===== src/rtl/core_l1d_resp_if.sv =====
// Bundle of the core-side request/response signals and the word-wide
// data-memory bus seen by the L1D responder. The responder uses the slave
// view; the pipeline/memory environment uses the master view.
interface core_l1d_resp_if;
    logic        l1d_req_val;
    logic        l1d_req_cop;
    logic [2:0]  l1d_req_size;
    logic [31:0] l1d_req_addr;
    logic [31:0] l1d_req_wdata;
    logic        l1d_req_rdy;
    logic        l1d_busy;
    logic        l1d_resp_val;
    logic [31:0] l1d_resp_rdata;
    logic        l1d_resp_err;
    logic        mem_req_val;
    logic        mem_req_we;
    logic [31:0] mem_req_addr;
    logic [3:0]  mem_req_be;
    logic [31:0] mem_req_wdata;
    logic        mem_ack;
    logic [31:0] mem_rdata;

    modport slave (
        input  l1d_req_val, l1d_req_cop, l1d_req_size, l1d_req_addr, l1d_req_wdata,
        output l1d_req_rdy, l1d_busy, l1d_resp_val, l1d_resp_rdata, l1d_resp_err,
        output mem_req_val, mem_req_we, mem_req_addr, mem_req_be, mem_req_wdata,
        input  mem_ack, mem_rdata
    );

    modport master (
        output l1d_req_val, l1d_req_cop, l1d_req_size, l1d_req_addr, l1d_req_wdata,
        input  l1d_req_rdy, l1d_busy, l1d_resp_val, l1d_resp_rdata, l1d_resp_err,
        input  mem_req_val, mem_req_we, mem_req_addr, mem_req_be, mem_req_wdata,
        output mem_ack, mem_rdata
    );
endinterface


===== src/rtl/core_l1d_resp.sv =====
// Core-side L1D responder. Takes one registered data-memory request from the
// execute stage, checks alignment, runs it on the word bus with byte enables
// and lane-replicated store data, and returns one zero-extended response.
// A bus access that never completes is ended with an error after TIMEOUT
// cycles. Every output comes straight from a register or the state register.
module core_l1d_resp #(
    parameter int TIMEOUT = 200,
    parameter int TO_W    = 8
) (
    input  logic           clk,
    input  logic           rst,
    core_l1d_resp_if.slave bus
);

    localparam logic [1:0] ST_IDLE = 2'd0;
    localparam logic [1:0] ST_BUS  = 2'd1;
    localparam logic [1:0] ST_RESP = 2'd2;

    localparam logic [TO_W-1:0] TO_LAST = TO_W'(TIMEOUT - 1);

    localparam logic [2:0] SZ_BYTE = 3'b000;
    localparam logic [2:0] SZ_HALF = 3'b001;
    localparam logic [2:0] SZ_WORD = 3'b010;

    logic [1:0]      state_q,     state_d;
    logic [TO_W-1:0] cnt_q,       cnt_d;
    logic            cop_q,       cop_d;
    logic [2:0]      size_q,      size_d;
    logic [1:0]      off_q,       off_d;
    logic            err_q,       err_d;
    logic [31:0]     rdata_q,     rdata_d;
    logic            memWe_q,     memWe_d;
    logic [31:0]     memAddr_q,   memAddr_d;
    logic [3:0]      memBe_q,     memBe_d;
    logic [31:0]     memWdata_q,  memWdata_d;

    logic            reqIllegal;
    logic [3:0]      reqBe;
    logic [31:0]     reqWdata;
    logic [31:0]     loadLane;

    // Decode the incoming request: legality, byte enables and replicated store data.
    always_comb begin
        reqIllegal = 1'b0;
        reqBe      = 4'b0000;
        reqWdata   = bus.l1d_req_wdata;
        case (bus.l1d_req_size)
            SZ_BYTE: begin
                reqBe    = 4'b0001 << bus.l1d_req_addr[1:0];
                reqWdata = {4{bus.l1d_req_wdata[7:0]}};
            end
            SZ_HALF: begin
                reqIllegal = bus.l1d_req_addr[0];
                reqBe      = bus.l1d_req_addr[1] ? 4'b1100 : 4'b0011;
                reqWdata   = {2{bus.l1d_req_wdata[15:0]}};
            end
            SZ_WORD: begin
                reqIllegal = (bus.l1d_req_addr[1:0] != 2'b00);
                reqBe      = 4'b1111;
                reqWdata   = bus.l1d_req_wdata;
            end
            default: begin
                reqIllegal = 1'b1;
            end
        endcase
    end

    // Pick the addressed lane out of the returned bus word, zero-extended.
    always_comb begin
        loadLane = bus.mem_rdata;
        case (size_q)
            SZ_BYTE: begin
                case (off_q)
                    2'd0:    loadLane = {24'd0, bus.mem_rdata[7:0]};
                    2'd1:    loadLane = {24'd0, bus.mem_rdata[15:8]};
                    2'd2:    loadLane = {24'd0, bus.mem_rdata[23:16]};
                    default: loadLane = {24'd0, bus.mem_rdata[31:24]};
                endcase
            end
            SZ_HALF: begin
                loadLane = off_q[1] ? {16'd0, bus.mem_rdata[31:16]}
                                    : {16'd0, bus.mem_rdata[15:0]};
            end
            default: begin
                loadLane = bus.mem_rdata;
            end
        endcase
    end

    // Next-state logic: accept in IDLE, wait for ack or timeout in BUS, strobe in RESP.
    always_comb begin
        state_d    = state_q;
        cnt_d      = cnt_q;
        cop_d      = cop_q;
        size_d     = size_q;
        off_d      = off_q;
        err_d      = err_q;
        rdata_d    = rdata_q;
        memWe_d    = memWe_q;
        memAddr_d  = memAddr_q;
        memBe_d    = memBe_q;
        memWdata_d = memWdata_q;
        case (state_q)
            ST_IDLE: begin
                if (bus.l1d_req_val) begin
                    if (reqIllegal) begin
                        err_d   = 1'b1;
                        rdata_d = 32'd0;
                        state_d = ST_RESP;
                    end else begin
                        cop_d      = bus.l1d_req_cop;
                        size_d     = bus.l1d_req_size;
                        off_d      = bus.l1d_req_addr[1:0];
                        memWe_d    = bus.l1d_req_cop;
                        memAddr_d  = {bus.l1d_req_addr[31:2], 2'b00};
                        memBe_d    = reqBe;
                        memWdata_d = reqWdata;
                        cnt_d      = '0;
                        state_d    = ST_BUS;
                    end
                end
            end
            ST_BUS: begin
                cnt_d = cnt_q + 1'b1;
                if (bus.mem_ack) begin
                    err_d   = 1'b0;
                    rdata_d = cop_q ? 32'd0 : loadLane;
                    state_d = ST_RESP;
                end else if (cnt_q == TO_LAST) begin
                    err_d   = 1'b1;
                    rdata_d = 32'd0;
                    state_d = ST_RESP;
                end
            end
            ST_RESP: begin
                state_d = ST_IDLE;
            end
            default: begin
                state_d = ST_IDLE;
            end
        endcase
    end

    // State and datapath registers with synchronous reset.
    always_ff @(posedge clk) begin
        if (rst) begin
            state_q    <= ST_IDLE;
            cnt_q      <= '0;
            cop_q      <= 1'b0;
            size_q     <= 3'b000;
            off_q      <= 2'b00;
            err_q      <= 1'b0;
            rdata_q    <= 32'd0;
            memWe_q    <= 1'b0;
            memAddr_q  <= 32'd0;
            memBe_q    <= 4'b0000;
            memWdata_q <= 32'd0;
        end else begin
            state_q    <= state_d;
            cnt_q      <= cnt_d;
            cop_q      <= cop_d;
            size_q     <= size_d;
            off_q      <= off_d;
            err_q      <= err_d;
            rdata_q    <= rdata_d;
            memWe_q    <= memWe_d;
            memAddr_q  <= memAddr_d;
            memBe_q    <= memBe_d;
            memWdata_q <= memWdata_d;
        end
    end

    assign bus.l1d_req_rdy    = (state_q == ST_IDLE);
    assign bus.l1d_busy       = (state_q != ST_IDLE);
    assign bus.l1d_resp_val   = (state_q == ST_RESP);
    assign bus.l1d_resp_rdata = rdata_q;
    assign bus.l1d_resp_err   = err_q;
    assign bus.mem_req_val    = (state_q == ST_BUS);
    assign bus.mem_req_we     = memWe_q;
    assign bus.mem_req_addr   = memAddr_q;
    assign bus.mem_req_be     = memBe_q;
    assign bus.mem_req_wdata  = memWdata_q;

endmodule


===== src/flat_wrapper.sv =====
// flat-port wrapper written by rule: the top's interface ports become plain ports
module core_l1d_resp_flat 
#(
    parameter int TIMEOUT = 200,
    parameter int TO_W    = 8
)
  (clk, rst, bus_l1d_req_val, bus_l1d_req_cop, bus_l1d_req_size, bus_l1d_req_addr, bus_l1d_req_wdata, bus_l1d_req_rdy, bus_l1d_busy, bus_l1d_resp_val, bus_l1d_resp_rdata, bus_l1d_resp_err, bus_mem_req_val, bus_mem_req_we, bus_mem_req_addr, bus_mem_req_be, bus_mem_req_wdata, bus_mem_ack, bus_mem_rdata);
  core_l1d_resp_if bus_i ();
  input  logic clk;
  input  logic rst;
  input wire logic [$bits(bus_i.l1d_req_val)-1:0] bus_l1d_req_val;
  input wire logic [$bits(bus_i.l1d_req_cop)-1:0] bus_l1d_req_cop;
  input wire logic [$bits(bus_i.l1d_req_size)-1:0] bus_l1d_req_size;
  input wire logic [$bits(bus_i.l1d_req_addr)-1:0] bus_l1d_req_addr;
  input wire logic [$bits(bus_i.l1d_req_wdata)-1:0] bus_l1d_req_wdata;
  output wire logic [$bits(bus_i.l1d_req_rdy)-1:0] bus_l1d_req_rdy;
  output wire logic [$bits(bus_i.l1d_busy)-1:0] bus_l1d_busy;
  output wire logic [$bits(bus_i.l1d_resp_val)-1:0] bus_l1d_resp_val;
  output wire logic [$bits(bus_i.l1d_resp_rdata)-1:0] bus_l1d_resp_rdata;
  output wire logic [$bits(bus_i.l1d_resp_err)-1:0] bus_l1d_resp_err;
  output wire logic [$bits(bus_i.mem_req_val)-1:0] bus_mem_req_val;
  output wire logic [$bits(bus_i.mem_req_we)-1:0] bus_mem_req_we;
  output wire logic [$bits(bus_i.mem_req_addr)-1:0] bus_mem_req_addr;
  output wire logic [$bits(bus_i.mem_req_be)-1:0] bus_mem_req_be;
  output wire logic [$bits(bus_i.mem_req_wdata)-1:0] bus_mem_req_wdata;
  input wire logic [$bits(bus_i.mem_ack)-1:0] bus_mem_ack;
  input wire logic [$bits(bus_i.mem_rdata)-1:0] bus_mem_rdata;
  assign bus_i.l1d_req_val = bus_l1d_req_val;
  assign bus_i.l1d_req_cop = bus_l1d_req_cop;
  assign bus_i.l1d_req_size = bus_l1d_req_size;
  assign bus_i.l1d_req_addr = bus_l1d_req_addr;
  assign bus_i.l1d_req_wdata = bus_l1d_req_wdata;
  assign bus_l1d_req_rdy = bus_i.l1d_req_rdy;
  assign bus_l1d_busy = bus_i.l1d_busy;
  assign bus_l1d_resp_val = bus_i.l1d_resp_val;
  assign bus_l1d_resp_rdata = bus_i.l1d_resp_rdata;
  assign bus_l1d_resp_err = bus_i.l1d_resp_err;
  assign bus_mem_req_val = bus_i.mem_req_val;
  assign bus_mem_req_we = bus_i.mem_req_we;
  assign bus_mem_req_addr = bus_i.mem_req_addr;
  assign bus_mem_req_be = bus_i.mem_req_be;
  assign bus_mem_req_wdata = bus_i.mem_req_wdata;
  assign bus_i.mem_ack = bus_mem_ack;
  assign bus_i.mem_rdata = bus_mem_rdata;
  core_l1d_resp #(.TIMEOUT(TIMEOUT), .TO_W(TO_W)) u_core (.clk(clk), .rst(rst), .bus(bus_i));
endmodule

===== config.mk =====
export PLATFORM = sky130hd
export DESIGN_NAME = core_l1d_resp_flat
export DESIGN_NICKNAME = d
export VERILOG_FILES = /design/src/rtl/core_l1d_resp_if.sv /design/src/rtl/core_l1d_resp.sv /design/src/flat_wrapper.sv
export SDC_FILE = /design/constraint.sdc
export NUM_CORES = 1
export LEC_CHECK = 0
export CAP_MARGIN = 10
export CELL_PAD_IN_SITES_DETAIL_PLACEMENT = 2
export CELL_PAD_IN_SITES_GLOBAL_PLACEMENT = 2
export CORE_MARGIN = 2
export CORE_UTILIZATION = 24
export DETAILED_ROUTE_END_ITERATION = 7
export PLACE_DENSITY_LB_ADDON = 0.1
export SYNTH_ARGS = -nofsm -noshare
export SYNTH_HDL_FRONTEND = slang
export SYNTH_SLANG_ARGS = --single-unit

===== constraint.sdc =====
create_clock -name clk -period 2.3 [get_ports clk]
set_input_delay 0.345 -clock clk [delete_from_list [all_inputs] [get_ports clk]]
set_output_delay 0.345 -clock clk [all_outputs]
set_load 0.02 [all_outputs]

==> results.ini, run 1 <==
[cells_and_area]
fillers=2357
finish.net_count=894
area_growth_pct=57.1
drive_above_1_share_pct=10.1
final_common_cell=clkdlybuf4s50_1
final_cells=1077
layout_common_cells=clkdlybuf4s50_1 (205), nand2_1 (123), dfxtp_1 (115), a21oi_1 (59), nor2_1 (40)
n_antenna_cell=0

[critical_path]
required_ps=1960
path_max_fanout=7
cp.arrival_ps=1760
r2r_cells=4
cpLargestDelayFamily=buffers and inverters
crit_cells=3
setup.worst_path.start_class=flop
max_stage_delay_ps=590
slowest_stage=clkdlybuf4s50_1
critPathKind=reg -> out
path_cells=or2_2 -> inv_1 -> clkdlybuf4s50_1
setup.worst_path.end_class=output pin
path_buf_inv=2

[yosys]
yosysWarningCount=0
avgSynthCellArea_sq_um=8.79
synth_edf_count=0
yosys.area_share.simple_pct=17.5
synth-async-reset-ratio_pct=0
synth_adder_area_share_pct=0.242
ys_seq_area_share_pct=44.5
ys_ff_latch=115
synth_top_family_by_area=compound AO/OA/AOI/OAI gates
synth_xor_xnor_area_share_pct=0
syn_inst=588
syn_area_sq_um=5170
synth_cell_types=51
synth_compound_area_share_pct=23.4
synth_mux_area_share_pct=7.75
synth_ff_type=dfxtp_1

[cts]
clk_latency_ps=410
cts_htree_levels=4
post-cts-setup-buffers=0
postCtsHoldBufs=0
numCtsBuffers=17
cts_root_buf=clkbuf_16
cts_tree=yes
clk_pin_slew_ps=60
clkSinkCount=115
clock_path_buffers=2

[routing]
vias_per_cell=4.78
drcViolationCount=0
drt_pass1_iterations=4
drt-initial-drc-count=196
vias=5150
wl_um=20100
post_drt_wl_per_cell_um=18.6
antenna_left=0

[hold_path]
whs_path_depth=2
worstHoldPathType=in -> reg

[timing]
finalWorstPathRequiredPeriod_ps=2100
setup_violations=0
slew_headroom_pct=55.2
slew_viol_final=0
setup-tns-final_ps=0
hold_viol=0
finClkSkew_ps=8.23
period_share_pct=91.4
rsz0062_at_grt=false
fin_ws_ps=198
fmax_mhz=476
worst_pin_slew_ps=671

[floorplan]
pin_count=210
dieArea_sq_um=22700
coreArea_sq_um=21100
die_h_um=151
rows=53
initial_utilization_pct=24.5
die_w_um=151

[global_route]
track_usage_pct=18.0
antenna_found_initial=1
grt_overflow=0
grt_max_degree=61
grt_pass1_wl_um=31700
grt_pass1_vias=5682

[power_and_ir_drop]
p_clk_share_pct=45.4
p_comb_share_pct=15.2
peakVddDrop_mv=0.467
powerDensity_nw_per_um2=651
power.switching_uw=1390
intPower_uw=3900
power.total_uw=5280
p_leak_uw=0.00287
seqPwrFrac_pct=39.4
switching_share_pct=26.2

[run_status]
status=finished clean

[place]
dp_cells=1045
port_buffers=207
pre_cts_ws_ps=19.0
place.gp.congestion=0.763
dpl.hpwl_um=14900

[flow_run]
timing.max_cap.violations=0

[through the flow]
| stage | cell area (sq um) | utilization (%) | hold slack (ps) |
|---|---|---|---|
| 2_1_floorplan | 5170 | - | 456 |
| 3_3_place_gp | 7580 | 36.0 | 438 |
| 3_5_place_dp | 7580 | 36.0 | 451 |
| 4_1_cts | 8120 | 38.5 | 197 |
| 5_1_grt | 8120 | 38.5 | 222 |
| 6_report | 8120 | 38.5 | 213 |
[registers in the layout, summed over array words and instances, names as in the netlist]
register and flops:
u_core.state_q 2, u_core.off_q 2, u_core.bus.mem_req_wdata 32, u_core.bus.l1d_resp_rdata 32
u_core.cnt_q 8, u_core.size_q 3, u_core.bus.l1d_resp_err 1, u_core.cop_q 1
u_core.bus.mem_req_be 4, u_core.bus.mem_req_addr 30
[worst paths after layout]
check | slack (ps) | startpoint | endpoint
hold reg to reg | 460 | u_core.bus.mem_req_addr[21]$_SDFFE_PP0P_ | u_core.bus.mem_req_addr[21]$_SDFFE_PP0P_
setup / recovery | 200 | u_core.state_q[1]$_SDFFE_PP0P_ | bus_l1d_req_rdy
setup reg to reg | 320 | u_core.state_q[0]$_SDFFE_PP0P_ | u_core.bus.l1d_resp_rdata[5]$_SDFFE_PP0P_
hold / removal | 210 | rst | u_core.cop_q$_SDFFE_PP0P_
[synthesized netlist by cell type (11+ instances only)]
master	n	share of area [%]
buf_4	11	1.6
o22ai_1	16	1.9
a22o_1	16	2.7
nand2_1	123	8.9
nor2_1	40	2.9
dfxtp_1	115	45
a21oi_1	59	5.7
inv_1	13	0.94
clkbuf_1	23	1.7
mux2i_1	22	4.3
buf_2	12	1.2
[metal layers]
| layer | global-route usage (%) | wire length [um] | vias to the layer above |
|---|---|---|---|
| met2 | 30.1 | 9790 | 134 |
| met4 | 4.21 | 128 | 2 |
| met1 | 22.3 | 8640 | 2517 |
| met3 | 6.42 | 1510 | 10 |
| li1 | - | - | 2487 |
| met5 | 0 | 13 | - |
[final cells by class]
type / count / area, sq um / share of cell area, %
Multi-Input combinational cell: 409 / 2550 / 31.4
Timing Repair Buffer: 233 / 2340 / 28.8
Tap cell: 275 / 344 / 4.24
Clock inverter: 10 / 58.8 / 0.724
Inverter: 13 / 52.6 / 0.647
Clock buffer: 22 / 474 / 5.84
Sequential cell: 115 / 2300 / 28.4
[logic make-up after synthesis]
logic type / after synthesis
adder cells (fa/ha/maj): 1
AND/OR/NAND/NOR: 202
multiplexers: 30
AO/OA/AOI/OAI: 174
buffers and inverters: 65
other: 1
flip-flops: 115
[power groups by stage]
stage | sequential, uW | combinational [uW] | clock (uW)
2_1_floorplan | 2180 | 311 | 0
3_3_place_gp | 2120 | 791 | 0
3_5_place_dp | 2130 | 812 | 0
4_1_cts | 2090 | 815 | 2480
5_1_grt | 2090 | 874 | 2560
6_report | 2080 | 802 | 2400
[timing repair]
action,CTS,global route
endpoints found under the setup margin,1,0
gates resized for setup,2,0
hold endpoints to repair,0,0
Power figures use the tool's default switching activity.
==> run 2: changes to the inputs <==
==> constraint.sdc (replaced) <==
create_clock -name clk -period 2 [get_ports clk]
set_input_delay 0.4 -clock clk [delete_from_list [all_inputs] [get_ports clk]]
set_output_delay 0.4 -clock clk [all_outputs]
set_load 0.02 [all_outputs]
==> run 2 against run 1 <==
Against the previous run:
- via count rose by 2.5%
- power rose by 21%
- final cell count rose by 1.9%
- design area rose by 3.0%
- wire length rose by 2.6%
- die area did not move
- register-to-register slack got worse by 120 ps
- critical path depth did not move
- worst hold slack improved by 240 ps
- count of clock-buffer cells in the layout did not move
- flip-flop and latch count did not move
- setup slack got worse by 65 ps
- critical path type unchanged
- highest routed layer is now met4
==> results.ini, run 2 (synthesis results as in run 1) <==
[run_status]
status=finished clean  ; unchanged

[place]
pre_cts_ws_ps=-213  ; was 19.0 ps
port_buffers=207  ; unchanged
dp_cells=1065  ; was 1045
place.gp.congestion=0.773  ; was 0.763
dpl.hpwl_um=15100  ; was 14900 um

[timing]
rsz0062_at_grt=false  ; unchanged
fmax_mhz=536
finClkSkew_ps=11.5  ; was 8.23 ps
worst_pin_slew_ps=558  ; was 671 ps
setup-tns-final_ps=0  ; unchanged
slew_headroom_pct=62.5  ; was 55.2%
fin_ws_ps=133  ; was 198 ps
slew_viol_final=0  ; unchanged
hold_viol=0  ; unchanged
period_share_pct=93.4
setup_violations=0  ; unchanged
finalWorstPathRequiredPeriod_ps=1870
whs_ps=456  ; was 213 ps

[power_and_ir_drop]
peakVddDrop_mv=0.554  ; was 0.467 mV
powerDensity_nw_per_um2=762  ; was 651 nW/um^2
p_leak_uw=0.00304  ; was 0.00287 uW

[routing]
post_drt_wl_per_cell_um=18.8  ; was 18.6 um
vias_per_cell=4.81  ; was 4.78
wl_met3_um=1490  ; was 1510 um
drcViolationCount=0  ; unchanged
vias=5279  ; was 5150
met2WireLength_um=10000  ; was 9790 um
drt-initial-drc-count=179  ; was 196
routed.top_layer=met4  ; was met5
wl_um=20600  ; was 20100 um
drt_pass1_iterations=4  ; unchanged
wl_met1_um=8780  ; was 8640 um
antenna_left=0  ; unchanged

[critical_path]
slowest_stage=dfxtp_2  ; was clkdlybuf4s50_1
setup.worst_path.end_class=output pin  ; unchanged
crit_cells=3  ; unchanged
cp.arrival_ps=1470  ; was 1760 ps
r2r_cells=6  ; was 4
path_cells=or2_2 -> inv_1 -> dlygate4sd2_1  ; was or2_2 -> inv_1 -> clkdlybuf4s50_1
max_stage_delay_ps=360  ; was 590 ps
path_buf_inv=2  ; unchanged
setup.worst_path.start_class=flop  ; unchanged
critPathKind=reg -> out  ; unchanged
required_ps=1600  ; was 1960 ps
cpLargestDelayFamily=buffers and inverters  ; unchanged
path_max_fanout=7  ; unchanged

[cts]
clock_path_buffers=2  ; unchanged
cts_htree_levels=4  ; unchanged
post_cts_resized=5  ; was 2
postCtsHoldBufs=0  ; unchanged
post-cts-setup-buffers=0  ; unchanged
cts_tree=yes  ; unchanged
numCtsBuffers=17  ; unchanged
cts_root_buf=clkbuf_16  ; unchanged
clkSinkCount=115  ; unchanged
clk_latency_ps=420  ; was 410 ps
clk_pin_slew_ps=50  ; was 60 ps

[cells_and_area]
drive_above_1_share_pct=12.4  ; was 10.1%
finish.net_count=914  ; was 894
post-route-util_pct=39.7  ; was 38.5%
fillers=2328  ; was 2357
final_cells=1097  ; was 1077
layout_common_cells=clkdlybuf4s50_1 (202), nand2_1 (123), dfxtp_1 (113), a21oi_1 (59), nor2_1 (40)  ; was clkdlybuf4s50_1 (205), nand2_1 (123), dfxtp_1 (115), a21oi_1 (59), nor2_1 (40)
final_common_cell=clkdlybuf4s50_1  ; unchanged
n_antenna_cell=0  ; unchanged
area_growth_pct=61.8  ; was 57.1%

[flow_run]
timing.max_cap.violations=0  ; unchanged

[floorplan]
pin_count=210  ; unchanged
die_h_um=151  ; unchanged
initial_utilization_pct=24.5  ; unchanged
rows=53  ; unchanged
die_w_um=151  ; unchanged
coreArea_sq_um=21100  ; unchanged
dieArea_sq_um=22700  ; unchanged

[global_route]
grt_pass1_vias=5983  ; was 5682
grt_overflow=0  ; unchanged
track_usage_pct=18.8  ; was 18.0%
antenna_found_initial=0  ; was 1
grt_max_degree=48  ; was 61
grt_pass1_wl_um=32800  ; was 31700 um

[hold_path]
whs_path_depth=2  ; unchanged
worstHoldPathType=reg -> reg  ; was in -> reg

-- run 2: changes by cell type in the layout (fill, tap and decap cells not counted), sizes merged --
cell,before,now
buf,27,47
dlygate4sd2,1,3
clkinv,8,7
bufinv,0,2
clkinvlp,3,1
clkdlybuf4s50,205,202
inv,12,13
dlymetal6s2s,0,1
-- run 2: layer usage --
layer  vias up  global-route usage [%]
met3        23                    6.58
met5         -                       0
li1       2535                       -
met2       134                    31.3
met1      2587                    22.6
met4         0                    5.98
-- run 2: worst reg2reg max path: cells and delay by family (launching register included) --
family                     cells  cell delay [ps]
AOI/OAI and AO/OA              3              780
DFF                            1              330
buffers and inverters          1              230
adders and majority gates      1              220
and+or+nand+nor                1              190
-- run 2: path summary, 6_finish.rpt --
kind / to / slack, ps / startpoint
max: bus_l1d_req_rdy / 130 / u_core.state_q[1]$_SDFFE_PP0P_
min reg2reg: u_core.bus.mem_req_addr[26]$_SDFFE_PP0P_ / 460 / u_core.bus.mem_req_addr[26]$_SDFFE_PP0P_
max reg2reg: u_core.bus.l1d_resp_rdata[18]$_SDFFE_PP0P_ / 200 / u_core.cnt_q[0]$_SDFFE_PP0P_
min: u_core.bus.mem_req_addr[26]$_SDFFE_PP0P_ / 460 / u_core.bus.mem_req_addr[26]$_SDFFE_PP0P_
-- run 2: cell type report --
cell class	instances	area, sq um	area share (%)
Multi-Input combinational cell	409	2550	30.5
Timing Repair Buffer	253	2540	30.4
Sequential cell	115	2300	27.6
Clock buffer	22	474	5.67
Tap cell	275	344	4.11
Clock inverter	10	106	1.27
Inverter	13	48.8	0.583
-- run 2: through the flow --
stage | cell area [sq um] | power [uW]
6_report | 8360 | 6370
5_1_grt | 8360 | 6680
4_1_cts | 8360 | 6490
3_5_place_dp | 7780 | 3410
3_3_place_gp | 7780 | 3390
2_1_floorplan | 5170 | 2870
-- run 2: report_power, final --
part | internal [uW] | total (uW) | leakage, uW | switching, uW
combinational | 487 | 956 | 0.00182 | 469
clock | 1920 | 3020 | 0.000289 | 1100
sequential | 2360 | 2400 | 0.000932 | 40.5
total | 4760 | 6370 | 0.00304 | 1610
